$ cat src/rtl/i2c_bert_pkg.sv
// ---------------------------------------------------------------------------
// i2c_bert_pkg
// Shared definitions for the I2C BERT controller:
//   - state_t      : controller FSM states
//   - Q0..Q3       : quarter-phase encodings of one I2C bit slot
//   - I2C_ACK/NACK : SDA levels of the acknowledge bit
//   - bus_drive()  : open-drain drive pattern {scl_oe, sda_oe} for a given
//                    state, quarter phase and transmit bit
// ---------------------------------------------------------------------------
package i2c_bert_pkg;

    typedef enum logic [2:0] {
        IDLE  = 3'd0,
        START = 3'd1,
        ADDR  = 3'd2,
        AACK  = 3'd3,
        DATA  = 3'd4,
        DACK  = 3'd5,
        STOP  = 3'd6,
        DONE  = 3'd7
    } state_t;

    localparam logic [1:0] Q0 = 2'd0;
    localparam logic [1:0] Q1 = 2'd1;
    localparam logic [1:0] Q2 = 2'd2;
    localparam logic [1:0] Q3 = 2'd3;

    localparam logic I2C_ACK  = 1'b0;
    localparam logic I2C_NACK = 1'b1;

    // Returns {scl_oe, sda_oe}; a 1 pulls the line low, a 0 releases it.
    // SCL is released in Q2 of every state so that stretching can never
    // deadlock against our own pull-down.
    function automatic logic [1:0] bus_drive(input state_t  st,
                                             input logic [1:0] ph,
                                             input logic    tx_bit,
                                             input logic    rd);
        logic       low_half;
        logic [1:0] drv;
        low_half = (ph == Q0) || (ph == Q1);
        drv      = 2'b00;
        case (st)
            // SDA falls in Q1 while SCL is high, SCL follows in Q3.
            START:      drv = {(ph == Q3), (ph != Q0)};
            ADDR:       drv = {low_half, ~tx_bit};
            // On a read the target owns SDA during the data byte.
            DATA:       drv = {low_half, (rd ? 1'b0 : ~tx_bit)};
            // Write DACK: let the target answer; read DACK: our NACK.
            AACK, DACK: drv = {low_half, 1'b0};
            // SDA low through Q2, SCL rises in Q2, SDA rises in Q3.
            STOP:       drv = {low_half, (ph != Q3)};
            default:    drv = 2'b00;
        endcase
        return drv;
    endfunction

endpackage

$ cat src/rtl/i2c_bert_qtick.sv
// ---------------------------------------------------------------------------
// i2c_bert_qtick
// Quarter-period timebase. A down-counter of CLKDIV clk cycles per quarter
// and a 2-bit phase that advances Q0->Q1->Q2->Q3->Q0 at each quarter end.
// While SCL is held low by another device during Q2 the counter is held at
// its reload value, so Q2 runs its full length once SCL is seen high.
// Ports:
//   clk, rst : clock, asynchronous active-high reset
//   run      : 1 while a frame is in progress; 0 parks the timebase at Q0
//   scl_in   : bus SCL level (assumed synchronous to clk)
//   qend     : strobe on the last cycle of a quarter
//   first    : 1 on the first cycle of a quarter
//   phase    : current quarter phase
// ---------------------------------------------------------------------------
module i2c_bert_qtick
    import i2c_bert_pkg::*;
#(
    parameter int CLKDIV = 4
) (
    input  logic       clk,
    input  logic       rst,
    input  logic       run,
    input  logic       scl_in,
    output logic       qend,
    output logic       first,
    output logic [1:0] phase
);

    localparam logic [7:0] RELOAD = 8'(CLKDIV - 1);

    logic [7:0] cnt_r;
    logic [1:0] phase_r;
    logic       hold_s;
    logic       qend_s;

    // Stretch detection and quarter-end strobe.
    always_comb begin
        hold_s = 1'b0;
        qend_s = 1'b0;
        if (run && (phase_r == Q2) && !scl_in) begin
            hold_s = 1'b1;
        end else begin
            hold_s = 1'b0;
        end
        if (run && !hold_s && (cnt_r == 8'd0)) begin
            qend_s = 1'b1;
        end else begin
            qend_s = 1'b0;
        end
    end

    // Quarter counter and phase register.
    always_ff @(posedge clk or posedge rst) begin
        if (rst) begin
            cnt_r   <= RELOAD;
            phase_r <= Q0;
        end else if (!run) begin
            cnt_r   <= RELOAD;
            phase_r <= Q0;
        end else if (hold_s) begin
            cnt_r   <= RELOAD;
        end else if (cnt_r == 8'd0) begin
            cnt_r   <= RELOAD;
            phase_r <= phase_r + 2'd1;
        end else begin
            cnt_r   <= cnt_r - 8'd1;
        end
    end

    assign qend  = qend_s;
    assign first = (cnt_r == RELOAD);
    assign phase = phase_r;

endmodule

$ cat src/rtl/i2c_bert_controller.sv
// ---------------------------------------------------------------------------
// i2c_bert_controller
// Single-byte I2C initiator. Accepts one command (addr, rnw, data) over a
// valid/ready handshake, runs START, address+R/W, ACK, one data byte,
// ACK/NACK, STOP on open-drain SCL/SDA and reports the outcome with a
// one-cycle rsp_valid pulse.
// Ports:
//   clk, rst            : clock, asynchronous active-high reset
//   cmd_valid/cmd_ready : command handshake (ready = controller idle)
//   cmd_addr/rnw/data   : 7-bit target address, 1 = read, write byte
//   rsp_valid           : one-cycle pulse at transaction end
//   rsp_data            : byte read (8'h00 after a write or address NACK)
//   rsp_nack            : address or write-data NACK seen
//   scl_oe/sda_oe       : 1 pulls the line low, 0 releases it
//   scl_in/sda_in       : bus levels for stretching, ACK and read data
// All bus drive and response outputs are registered; their next values are
// decoded from the FSM's next state so the lines change in step with it.
// ---------------------------------------------------------------------------
module i2c_bert_controller
    import i2c_bert_pkg::*;
#(
    parameter int CLKDIV = 4
) (
    input  logic       clk,
    input  logic       rst,
    input  logic       cmd_valid,
    output logic       cmd_ready,
    input  logic [6:0] cmd_addr,
    input  logic       cmd_rnw,
    input  logic [7:0] cmd_data,
    output logic       rsp_valid,
    output logic [7:0] rsp_data,
    output logic       rsp_nack,
    output logic       scl_oe,
    output logic       sda_oe,
    input  logic       scl_in,
    input  logic       sda_in
);

    state_t     state_r;
    state_t     state_nx_s;
    logic [2:0] bit_r;
    logic [2:0] bit_nx_s;
    logic [7:0] sh_r;
    logic [7:0] sh_nx_s;
    logic [7:0] data_r;
    logic       rnw_r;
    logic       nack_r;
    logic       nack_nx_s;
    logic       samp_r;
    logic       samp_nx_s;

    logic       cmd_ready_r;
    logic       rsp_valid_r;
    logic [7:0] rsp_data_r;
    logic       rsp_nack_r;
    logic       scl_oe_r;
    logic       sda_oe_r;

    logic       run_s;
    logic       qend_s;
    logic       first_s;
    logic [1:0] phase_s;
    logic [1:0] phase_nx_s;
    logic       accept_s;
    logic       bit_end_s;
    logic       sample_s;
    logic [1:0] drive_s;

    // The timebase only runs while a frame is on the bus.
    always_comb begin
        run_s = 1'b0;
        case (state_r)
            START, ADDR, AACK, DATA, DACK, STOP: run_s = 1'b1;
            default:                             run_s = 1'b0;
        endcase
    end

    i2c_bert_qtick #(
        .CLKDIV (CLKDIV)
    ) u_qtick (
        .clk    (clk),
        .rst    (rst),
        .run    (run_s),
        .scl_in (scl_in),
        .qend   (qend_s),
        .first  (first_s),
        .phase  (phase_s)
    );

    // Handshake, bit-slot boundaries and the predicted next phase.
    always_comb begin
        accept_s   = cmd_valid & cmd_ready_r;
        bit_end_s  = qend_s & (phase_s == Q3);
        // SDA is sampled once, on the first cycle of the SCL-high Q3.
        sample_s   = run_s & first_s & (phase_s == Q3);
        if (qend_s) begin
            phase_nx_s = phase_s + 2'd1;
        end else begin
            phase_nx_s = phase_s;
        end
    end

    // FSM next state with bit counter, shift register and ACK capture.
    always_comb begin
        state_nx_s = state_r;
        bit_nx_s   = bit_r;
        sh_nx_s    = sh_r;
        nack_nx_s  = nack_r;
        samp_nx_s  = samp_r;
        case (state_r)
            IDLE, DONE: begin
                if (accept_s) begin
                    state_nx_s = START;
                    sh_nx_s    = {cmd_addr, cmd_rnw};
                    bit_nx_s   = 3'd7;
                    nack_nx_s  = 1'b0;
                end else begin
                    state_nx_s = IDLE;
                end
            end
            START: begin
                if (bit_end_s) begin
                    state_nx_s = ADDR;
                end else begin
                    state_nx_s = START;
                end
            end
            ADDR: begin
                if (bit_end_s) begin
                    if (bit_r == 3'd0) begin
                        state_nx_s = AACK;
                    end else begin
                        bit_nx_s = bit_r - 3'd1;
                        sh_nx_s  = {sh_r[6:0], 1'b0};
                    end
                end else begin
                    state_nx_s = ADDR;
                end
            end
            AACK: begin
                if (sample_s) begin
                    samp_nx_s = sda_in;
                end else begin
                    samp_nx_s = samp_r;
                end
                if (bit_end_s) begin
                    if (samp_r == I2C_NACK) begin
                        nack_nx_s  = 1'b1;
                        state_nx_s = STOP;
                    end else begin
                        state_nx_s = DATA;
                        bit_nx_s   = 3'd7;
                        // A read shifts in from zero; a write shifts out.
                        sh_nx_s    = rnw_r ? 8'h00 : data_r;
                    end
                end else begin
                    state_nx_s = AACK;
                end
            end
            DATA: begin
                if (rnw_r && sample_s) begin
                    sh_nx_s = {sh_r[6:0], sda_in};
                end else begin
                    sh_nx_s = sh_r;
                end
                if (bit_end_s) begin
                    if (bit_r == 3'd0) begin
                        state_nx_s = DACK;
                    end else begin
                        bit_nx_s = bit_r - 3'd1;
                        if (!rnw_r) begin
                            sh_nx_s = {sh_r[6:0], 1'b0};
                        end else begin
                            sh_nx_s = sh_r;
                        end
                    end
                end else begin
                    state_nx_s = DATA;
                end
            end
            DACK: begin
                if (sample_s) begin
                    samp_nx_s = sda_in;
                end else begin
                    samp_nx_s = samp_r;
                end
                if (bit_end_s) begin
                    state_nx_s = STOP;
                    // Only a write byte can be NACKed by the target.
                    if (!rnw_r && (samp_r == I2C_NACK)) begin
                        nack_nx_s = 1'b1;
                    end else begin
                        nack_nx_s = nack_r;
                    end
                end else begin
                    state_nx_s = DACK;
                end
            end
            STOP: begin
                if (bit_end_s) begin
                    state_nx_s = DONE;
                end else begin
                    state_nx_s = STOP;
                end
            end
            default: begin
                state_nx_s = IDLE;
            end
        endcase
    end

    // Bus drive pattern for the cycle that follows this edge.
    always_comb begin
        drive_s = bus_drive(state_nx_s, phase_nx_s, sh_nx_s[7], rnw_r);
    end

    // FSM and datapath registers.
    always_ff @(posedge clk or posedge rst) begin
        if (rst) begin
            state_r <= IDLE;
            bit_r   <= 3'd0;
            sh_r    <= 8'h00;
            nack_r  <= 1'b0;
            samp_r  <= 1'b0;
        end else begin
            state_r <= state_nx_s;
            bit_r   <= bit_nx_s;
            sh_r    <= sh_nx_s;
            nack_r  <= nack_nx_s;
            samp_r  <= samp_nx_s;
        end
    end

    // Command fields that must survive until the end of the frame.
    always_ff @(posedge clk or posedge rst) begin
        if (rst) begin
            data_r <= 8'h00;
            rnw_r  <= 1'b0;
        end else if (accept_s) begin
            data_r <= cmd_data;
            rnw_r  <= cmd_rnw;
        end
    end

    // Registered bus drive; reset releases both lines at once.
    always_ff @(posedge clk or posedge rst) begin
        if (rst) begin
            scl_oe_r <= 1'b0;
            sda_oe_r <= 1'b0;
        end else begin
            scl_oe_r <= drive_s[1];
            sda_oe_r <= drive_s[0];
        end
    end

    // Handshake and response registers; response fields hold between pulses.
    always_ff @(posedge clk or posedge rst) begin
        if (rst) begin
            cmd_ready_r <= 1'b1;
            rsp_valid_r <= 1'b0;
            rsp_data_r  <= 8'h00;
            rsp_nack_r  <= 1'b0;
        end else begin
            cmd_ready_r <= (state_nx_s == IDLE) || (state_nx_s == DONE);
            rsp_valid_r <= (state_nx_s == DONE);
            if (state_nx_s == DONE) begin
                rsp_data_r <= (rnw_r && !nack_nx_s) ? sh_nx_s : 8'h00;
                rsp_nack_r <= nack_nx_s;
            end
        end
    end

    assign cmd_ready = cmd_ready_r;
    assign rsp_valid = rsp_valid_r;
    assign rsp_data  = rsp_data_r;
    assign rsp_nack  = rsp_nack_r;
    assign scl_oe    = scl_oe_r;
    assign sda_oe    = sda_oe_r;

endmodule

$ cat config.mk
export PLATFORM = sky130hd
export DESIGN_NAME = i2c_bert_controller
export DESIGN_NICKNAME = d
export VERILOG_FILES = /design/src/rtl/i2c_bert_pkg.sv /design/src/rtl/i2c_bert_qtick.sv /design/src/rtl/i2c_bert_controller.sv
export SDC_FILE = /design/constraint.sdc
export NUM_CORES = 1
export LEC_CHECK = 0
export ABC_AREA = 1
export BUFFER_PORTS_ARGS = -buffer_cell sky130_fd_sc_hd__buf_2
export CAP_MARGIN = 10
export CORE_MARGIN = 3
export CORE_UTILIZATION = 53
export DETAILED_ROUTE_END_ITERATION = 8
export PLACE_DENSITY = 0.76
export SYNTH_ARGS = -nofsm -noshare
export SYNTH_HDL_FRONTEND = slang
export SYNTH_HIERARCHICAL = 1
export SYNTH_SLANG_ARGS = --single-unit
$ cat constraint.sdc
create_clock -name clk -period 2.35 [get_ports clk]
set_input_delay 0.235 -clock clk [delete_from_list [all_inputs] [get_ports clk]]
set_output_delay 0.235 -clock clk [all_outputs]
set_load 0.01 [all_outputs]
==> flow_summary.toml, run 1 <==
[outcome]
status = "finished clean"

[yosys]
synth_cell_types = 34
synthFlopType = "dfrtp_1"
syn_nets = 478
syn_inst = 451
ys_seq_elements = 48
ys_seq_area_share_pct = 38.9
ys_async_sr_fraction_pct = 100
syn_avg_cell_area_sq_um = 6.87
synthesis.area_sq_um = 3100
synth_enable_flop_cells = 0
yosysWarnings = 6

[global_route]
grt_pass1_vias = 2764
grt_pass1_wl_um = 12800
grt_max_degree = 39
antenna_found_initial = 0
overflow = 0
grtUsageTotal_pct = 24.1

[detailed_routing]
dr_total_vias = 3049
ant_nets = 0
wl_per_cell_um = 13.3
firstDrtPassIters = 7
drc = 0
drt_iter0_markers = 319
viasPerCell = 5.28
routed_wl_um = 7710

[cells_and_area]
diodes = 0
fillCellCount = 515
drive_above_1_share_pct = 20.4
area_delta_synth_final_pct = 17.3
finalNetCount = 532

[clocking]
numCtsBuffers = 5
clk_latency_ps = 310
cts.sinks = 48
htree_levels = 2
cts_tree = "yes"
clk_path_buf_depth = 2
root_buffer = "clkbuf_8"
path_clk_slew_ps = 100

[critical_path]
slowest_delay_ps = 390
crit_top_cell = "nand2_1"
r2r_cells = 18
critPathLaunchType = "flip-flop"
cp_slowest_cell = "dfstp_2"
rr_startpoint = "u_qtick/cnt_r[0]$_DFF_PP1_"
reg2reg_slack_ps = 190
path_cells = "inv_2 > ha_2 > nand2_2 > nor2_2 > nand2_2 > nor2_4 > nand2_4 > nor2_4 > nor2_4 > buf_4 > nand2_1 > nand2_1 > inv_1 > nand3b_1 > nor2_1 > nand2_1 > nand3_1 > nand2_1"
cp_data_required_time_ps = 2560
endpoint_kind = "flip-flop"
arrival_ps = 2370
regToRegEndpoint = "rsp_data[0]$_DFFE_PP0P_"
critical_path.max_fanout = 5
crit_type = "reg -> reg"

[sta]
setup_viol = 0
fin_crit_sh_pct = 92.0
max_slew.worst_pin.slew_ps = 599
max_slew_margin_pct = 59.9
hold_violations = 0
drv_slew = 0
fin_skew_ps = 10.1
finalSetupTns_ps = 0
fmax_mhz = 463
fin_crit_ps = 2160

[floorplan]
initial_utilization_pct = 55.6
core-area_sq_um = 5570
dieHeight_um = 82.5
dieArea_sq_um = 6800
rows = 27
ioPinCount = 34
die-width_um = 82.5

[pwr]
p_switching_w = 0.00158
power_density_nw_per_um2 = 1000
p_total_w = 0.00364
seq_power_share_pct = 36.1
p_int_w = 0.00206
p_leak_nw = 1.99
p_clk_share_pct = 17.2
p_sw_share_pct = 43.4
irDropWorstVdd_uv = 443
combPwrFrac_pct = 46.7

[placement]
numPortBuffers = 33
place_hpwl_um = 5730
gp_congestion = 0.906

[worst_hold_path]
worstHoldStart = "cmd_data[2]"
hold_end = "data_r[2]$_DFFE_PP0P_"
min_path_type = "in -> reg"
hold_depth = 3

[run]
drv_cap = 0
area by class of cell:
type / count / area [sq um] / area share, %
clock buffer: 5 / 68.8 / 1.89
clock inverter: 3 / 46.3 / 1.27
inverter: 59 / 224 / 6.16
multi-input combinational: 336 / 1670 / 45.9
sequential: 48 / 1210 / 33.2
tap: 72 / 90.1 / 2.48
timing repair buffer: 55 / 333 / 9.15
state kept, by name (all words and copies together) (netlist names), 2 cells and up:
| register | flops |
|---|---|
| sh_r | 8 |
| bit_r | 3 |
| u_qtick/cnt_r | 8 |
| u_qtick/phase | 2 |
| data_r | 8 |
| rsp_data | 8 |
| state_r | 3 |
per-stage QoR:
| stage | setup slack (ps) | hold WS (ps) | instance area, sq um | instances | util [%] |
|---|---|---|---|---|---|
| finish | 189 | 120 | 3640 | 578 | 65.2 |
| global route | -2.04 | 133 | 3640 | 578 | 65.2 |
| CTS | 41.4 | 123 | 3590 | 576 | 64.4 |
| detailed placement | -17.1 | 260 | 3460 | 567 | 62.1 |
| global placement | 22.0 | 244 | 3460 | 567 | 62.1 |
| floorplan | 58.8 | 73.7 | 3100 | 451 | - |
power groups by stage:
stage	Combinational (W)	Sequential [W]	Clock [W]
after detailed placement	0.00162	0.00132	0
after CTS	0.00163	0.00131	0.000633
after floorplan	0.00120	0.00127	0
after global placement	0.00157	0.00131	0
final	0.00170	0.00131	0.000626
after global routing	0.00194	0.00135	0.000667
what timing repair did:
action	4_1_cts	5_1_grt
buffers inserted	0	2
setup endpoints to repair	1	15
endpoints found under the hold margin	8	0
hold buffers	1	0
pin swaps	0	3
resized for setup	1	11
cell usage after synthesis (2+ instances only):
cell      number  area (sq um)
nand3_1       36           180
nand4_1        7          43.8
or2_2          2          12.5
o21ai_2        2          17.5
ha_1           6          75.1
nor2_2         4          25.0
nor2_4         6          67.6
o211ai_1       4          30.0
dfrtp_1       45          1130
a21oi_1        6          30.0
o21ai_1        2          10.0
nor3_2         2          20.0
nand3b_1       4          30.0
xor2_1         2          17.5
clkbuf_1       2          7.51
nand2_1      163           612
nand2_4        2          22.5
nand2_2        3          18.8
buf_2          5          25.0
inv_1         54           203
a21boi_1       5          37.5
o21ai_0       33           165
inv_2          4          15.0
nor2_1        40           150
dfstp_2        3          78.8
placed cells by master, fill, tap and decap left out, drive strengths merged, types with 2 or more instances in the layout:
cell type	n
or2	2
clkbuf	5
nand2	168
buf	54
nand3	37
nand4	8
ha	6
a21boi	5
xor2	2
a21oi	6
nand3b	4
o211ai	4
o21ai	37
nor2	50
inv	59
nor3	3
dfstp	3
dfrtp	45
logic make-up after synthesis:
family / share of synthesized area (%)
buffers and inverters: 8.43
AO/OA/AOI/OAI: 10.0
AND/OR/NAND/NOR: 39.4
XOR/XNOR: 0.848
flip-flops: 38.9
adder cells (fa/ha/maj): 2.42
worst max path at each step:
stage	from	endpoint	slack, ps	cells after the start
2_1_floorplan	state_r[2]$_DFF_PP0_	rsp_data[3]$_DFFE_PP0P_	60	16
3_3_place_gp	u_qtick/cnt_r[0]$_DFF_PP1_	rsp_data[7]$_DFFE_PP0P_	20	18
3_5_place_dp	u_qtick/cnt_r[0]$_DFF_PP1_	rsp_data[7]$_DFFE_PP0P_	-20	18
4_1_cts	u_qtick/cnt_r[0]$_DFF_PP1_	rsp_data[7]$_DFFE_PP0P_	40	17
5_1_grt	u_qtick/cnt_r[0]$_DFF_PP1_	rsp_data[2]$_DFFE_PP0P_	-2	17
6_report	u_qtick/cnt_r[0]$_DFF_PP1_	rsp_data[0]$_DFFE_PP0P_	190	18
worst max-delay path, delay by kind of cell (launching register included):
| family | cells | cell delay, ps |
|---|---|---|
| adder cells (fa/ha/maj) | 1 | 180 |
| AND/OR/NAND/NOR | 14 | 1210 |
| flip-flops | 1 | 390 |
| buffers and inverters | 3 | 260 |
routing by layer:
metal | global-route usage [%] | share of wire [%]
met1 | 37.2 | 49
met2 | 34.9 | 41
met3 | 3.15 | 8.6
met4 | 6.64 | 1.8
met5 | 0 | 0
Note: power is estimated with default switching activity, not from simulation.
==> inputs of run 2 (changes only) <==
CORE_UTILIZATION = 40   (was 53)
PLACE_DENSITY = 0.6   (was 0.76)
==> flow_summary.toml, run 2 (same netlist as run 1, synthesis figures left out) <==
[critical_path]
rr_startpoint = "u_qtick/cnt_r[0]$_DFF_PP1_"
endpoint = "rsp_data[0]$_DFFE_PP0P_"
crit_type = "reg -> reg"
arrival_ps = 2390
critical_path.max_fanout = 6
cp_data_required_time_ps = 2550
critPathLaunchType = "flip-flop"
r2r_cells = 18
regToRegEndpoint = "rsp_data[0]$_DFFE_PP0P_"
reg2reg_slack_ps = 160
cp-startpoint = "u_qtick/cnt_r[0]$_DFF_PP1_"
endpoint_kind = "flip-flop"

[detailed_routing]
wl_per_cell_um = 12.7
viasPerCell = 4.94
firstDrtPassIters = 5
drc = 0
drt_iter0_markers = 194
routed_wl_um = 7840
dr_total_vias = 3045
ant_nets = 0

[global_route]
antenna_found_initial = 0
grt_pass1_vias = 2695
overflow = 0
grtUsageTotal_pct = 18.7
grt_max_degree = 39
grt_pass1_wl_um = 13000

[cells_and_area]
drive_above_1_share_pct = 22.2
final_core_util_pct = 51.1
final_cell_area_sq_um = 3770
finalNetCount = 543
fillCellCount = 742
fin_cells = 616
area_delta_synth_final_pct = 21.5
final_cell_mix = "nand2_1, inv_1, dfrtp_1"
multiInputGateArea_sq_um = 1690
diodes = 0
final_common_cell = "nand2_1"
seq_area_sq_um = 1200

[outcome]
status = "finished clean"

[placement]
numPortBuffers = 33
gp_congestion = 0.905
place_hpwl_um = 5850
pre_cts_ws_ps = 26.5
dp.cells = 602
dpl_cell_area_sq_um = 3550

[sta]
fmax_mhz = 456
max_slew_margin_pct = 64.9
worst_slack_ps = 158
max_slew.worst_pin.slew_ps = 524
fin_crit_sh_pct = 93.3
drv_slew = 0
fin_skew_ps = 5.17
whs_ps = 121
setup_viol = 0
hold_violations = 0
fin_crit_ps = 2190

[pwr]
p_leak_nw = 2.04
irDropWorstVdd_uv = 491
power_density_nw_per_um2 = 970

[clocking]
htree_levels = 2
numCtsBuffers = 5
clk_latency_ps = 300
cts_tree = "yes"
cts.sinks = 48
root_buffer = "clkbuf_8"
path_clk_slew_ps = 90
clk_path_buf_depth = 2

[floorplan]
core-area_sq_um = 7370
dieArea_sq_um = 8840
die-width_um = 94.0
initial_utilization_pct = 42.1
rows = 31
ioPinCount = 34
dieHeight_um = 94.0

[worst_hold_path]
min_path_type = "in -> reg"

[run]
drv_cap = 0
[run 2: area by class of cell]
cell class                      count  area share [%]
Multi-Input combinational cell    336            44.9
Clock buffer                        6            1.93
Tap cell                           99            3.29
Sequential cell                    48            32.0
Inverter                           59            6.01
Clock inverter                      2           0.930
Timing Repair Buffer               66            11.0
[run 2: where the power goes]
| part | switching, W | internal [W] | leakage, nW |
|---|---|---|---|
| Clock | 0.000286 | 0.000316 | 0.0552 |
| Combinational | 0.00107 | 0.000672 | 1.38 |
| Sequential | 0.000202 | 0.00111 | 0.609 |
[run 2: worst max-delay path, stage by stage (launching register included)]
cell	delay (ps)
dfstp_2	400
inv_4	70
ha_4	140
nand2_2	60
nor2_2	130
nand2_2	90
nor2_4	130
nand2_4	110
nor2_4	150
nor2_4	60
buf_4	160
nand2_1	60
nand2_1	50
inv_1	40
nand3b_1	130
nor2_2	150
nand2_1	60
nand3_1	70
nand2_1	50
[run 2: how the worst min path moves through the flow]
stage	from	to	slack [ps]	depth (start not counted)
floorplan	rst	u_qtick/cnt_r[2]$_DFF_PP0_	70	1
global placement	rst	u_qtick/cnt_r[3]$_DFF_PP0_	240	2
detailed placement	rst	u_qtick/cnt_r[2]$_DFF_PP0_	240	2
CTS	cmd_data[1]	data_r[1]$_DFFE_PP0P_	120	3
global route	cmd_data[4]	data_r[4]$_DFFE_PP0P_	130	3
finish	cmd_data[1]	data_r[1]$_DFFE_PP0P_	120	3
[run 2: metal layers]
metal | part of all wire (%) | up-vias | global-route usage [%]
li1 | - | 1556 | -
met1 | 49 | 1388 | 27.6
met2 | 44 | 95 | 27.3
met3 | 5.8 | 6 | 3.61
met4 | 1.1 | 0 | 5.90
met5 | 0 | - | 0
[run 2: per-stage QoR]
step           TNS [ps]  power (W)
5_1_grt           -16.3    0.00402
2_1_floorplan         0    0.00246
3_3_place_gp          0    0.00292
6_report              0    0.00366
4_1_cts               0    0.00357
3_5_place_dp          0    0.00294
[run 2: repair_timing]
action,in CTS,in global routing
pin swaps,0,8
hold endpoints to repair,8,0
hold buffers,1,0
setup buffers,0,5
resized for setup,1,17
endpoints found under the setup margin,1,21
==> inputs of run 3 (changes only) <==
PLACE_DENSITY = 0.58   (was 0.6)
==> flow_summary.toml, run 3 (same netlist as run 1, synthesis figures left out) <==
[outcome]
status = "finished clean"

[floorplan]
dieArea_sq_um = 8840
ioPinCount = 34
die-width_um = 94.0
core-area_sq_um = 7370
rows = 31
initial_utilization_pct = 42.1
dieHeight_um = 94.0

[clocking]
numCtsBuffers = 5
clk_path_buf_depth = 2
cts_tree = "yes"
path_clk_slew_ps = 90
htree_levels = 2
root_buffer = "clkbuf_8"
cts.sinks = 48
clk_latency_ps = 300

[cells_and_area]
finalNetCount = 543
final_common_cell = "nand2_1"
final_cell_mix = "nand2_1, inv_1, dfrtp_1"
area_delta_synth_final_pct = 21.2
fillCellCount = 778
diodes = 0
final_core_util_pct = 51.0
drive_above_1_share_pct = 22.1

[detailed_routing]
drc = 0
firstDrtPassIters = 5
routed_wl_um = 7840
dr_total_vias = 2981
wl_per_cell_um = 12.7
ant_nets = 0
viasPerCell = 4.84
drt_iter0_markers = 174

[critical_path]
crit_type = "reg -> reg"
cp_data_required_time_ps = 2550
critPathLaunchType = "flip-flop"
critical_path.max_fanout = 7
arrival_ps = 2410
endpoint_kind = "flip-flop"

[sta]
drv_slew = 0
grt_setup_unrepaired = "yes"
max_slew.worst_pin.slew_ps = 597
setup_viol = 0
fin_skew_ps = 7.31
fmax_mhz = 453
whs_ps = 122
fin_crit_ps = 2210
hold_violations = 0
max_slew_margin_pct = 60.1
fin_crit_sh_pct = 93.9

[pwr]
power_density_nw_per_um2 = 941
irDropWorstVdd_uv = 441
p_leak_nw = 2.05

[placement]
gp_congestion = 0.974
place_hpwl_um = 5860
numPortBuffers = 33

[run]
drv_cap = 0

[global_route]
grt_pass1_wl_um = 13200
grtUsageTotal_pct = 18.6
antenna_found_initial = 0
grt_pass1_vias = 2749
overflow = 0
grt_max_degree = 39

[worst_hold_path]
min_path_type = "in -> reg"
## run 3: power breakdown
part	total [W]	internal [W]	switching, W	leakage [nW]
Clock	0.000526	0.000240	0.000286	0.0445
Combinational	0.00170	0.000637	0.00106	1.39
Sequential	0.00131	0.00111	0.000203	0.609
Total	0.00354	0.00199	0.00155	2.05
## run 3: worst paths after layout
check / from / to / slack, ps / cells after the start
max: u_qtick/cnt_r[0]$_DFF_PP1_ / rsp_data[2]$_DFFE_PP0P_ / 140 / 17
min: cmd_data[3] / data_r[3]$_DFFE_PP0P_ / 120 / 3
max reg2reg: u_qtick/cnt_r[0]$_DFF_PP1_ / rsp_data[2]$_DFFE_PP0P_ / 140 / 17
min reg2reg: rsp_data[5]$_DFFE_PP0P_ / rsp_data[5]$_DFFE_PP0P_ / 480 / 2
max in group asynchronous: rst / cmd_ready$_DFF_PP1_ / 1380 / 4
min in group asynchronous: rst / u_qtick/cnt_r[5]$_DFF_PP0_ / 450 / 3
## run 3: worst max-delay path: stages (launching register included)
cell	delay, ps
dfstp_2	570
inv_2	60
ha_4	160
nand2_2	80
nor2_2	50
nand2_2	110
nor2_4	50
nand2_4	130
nor2_4	50
buf_4	160
nand3b_1	90
o21ai_0	100
inv_1	70
nand3_1	80
nor2_1	140
nand2_1	70
nand3_1	70
nand2_1	50
## run 3: final cells by class
cell class	count	area [sq um]	share of cell area, %
flip-flops and latches	48	1200	32.1
clock inverters	1	7.51	0.200
well taps	99	124	3.30
inverters	59	224	5.96
multi-input cells	336	1690	45.0
repair buffers	66	419	11.2
clock buffers	7	86.3	2.30
## run 3: what timing repair did
item                                    4_1_cts  5_1_grt
pin swaps                                     0        7
resized for setup                             2       17
endpoints found under the setup margin        1       21
endpoints found under the hold margin         8        0
setup buffers                                 0        6
hold buffers                                  1        0
gates cloned                                  0        0
## run 3: stage by stage
stage               std cells  TNS, ps  power (W)  instance area, sq um  worst slack [ps]
finish                    616        0    0.00354                  3760               144
global route              616    -35.5    0.00389                  3760             -19.3
CTS                       610        0    0.00349                  3660              4.70
detailed placement        601    -38.2    0.00294                  3550             -38.2
global placement          601    -6.15    0.00292                  3550             -6.15
floorplan                 451        0    0.00246                  3100              58.8
## run 3: per-layer routing
metal	share of wire (%)	global-route usage [%]	routed length, um
met1	51	27.6	4000
met2	45	28.6	3500
met3	3.6	2.96	281
met4	0.83	3.49	65
met5	0	0	0
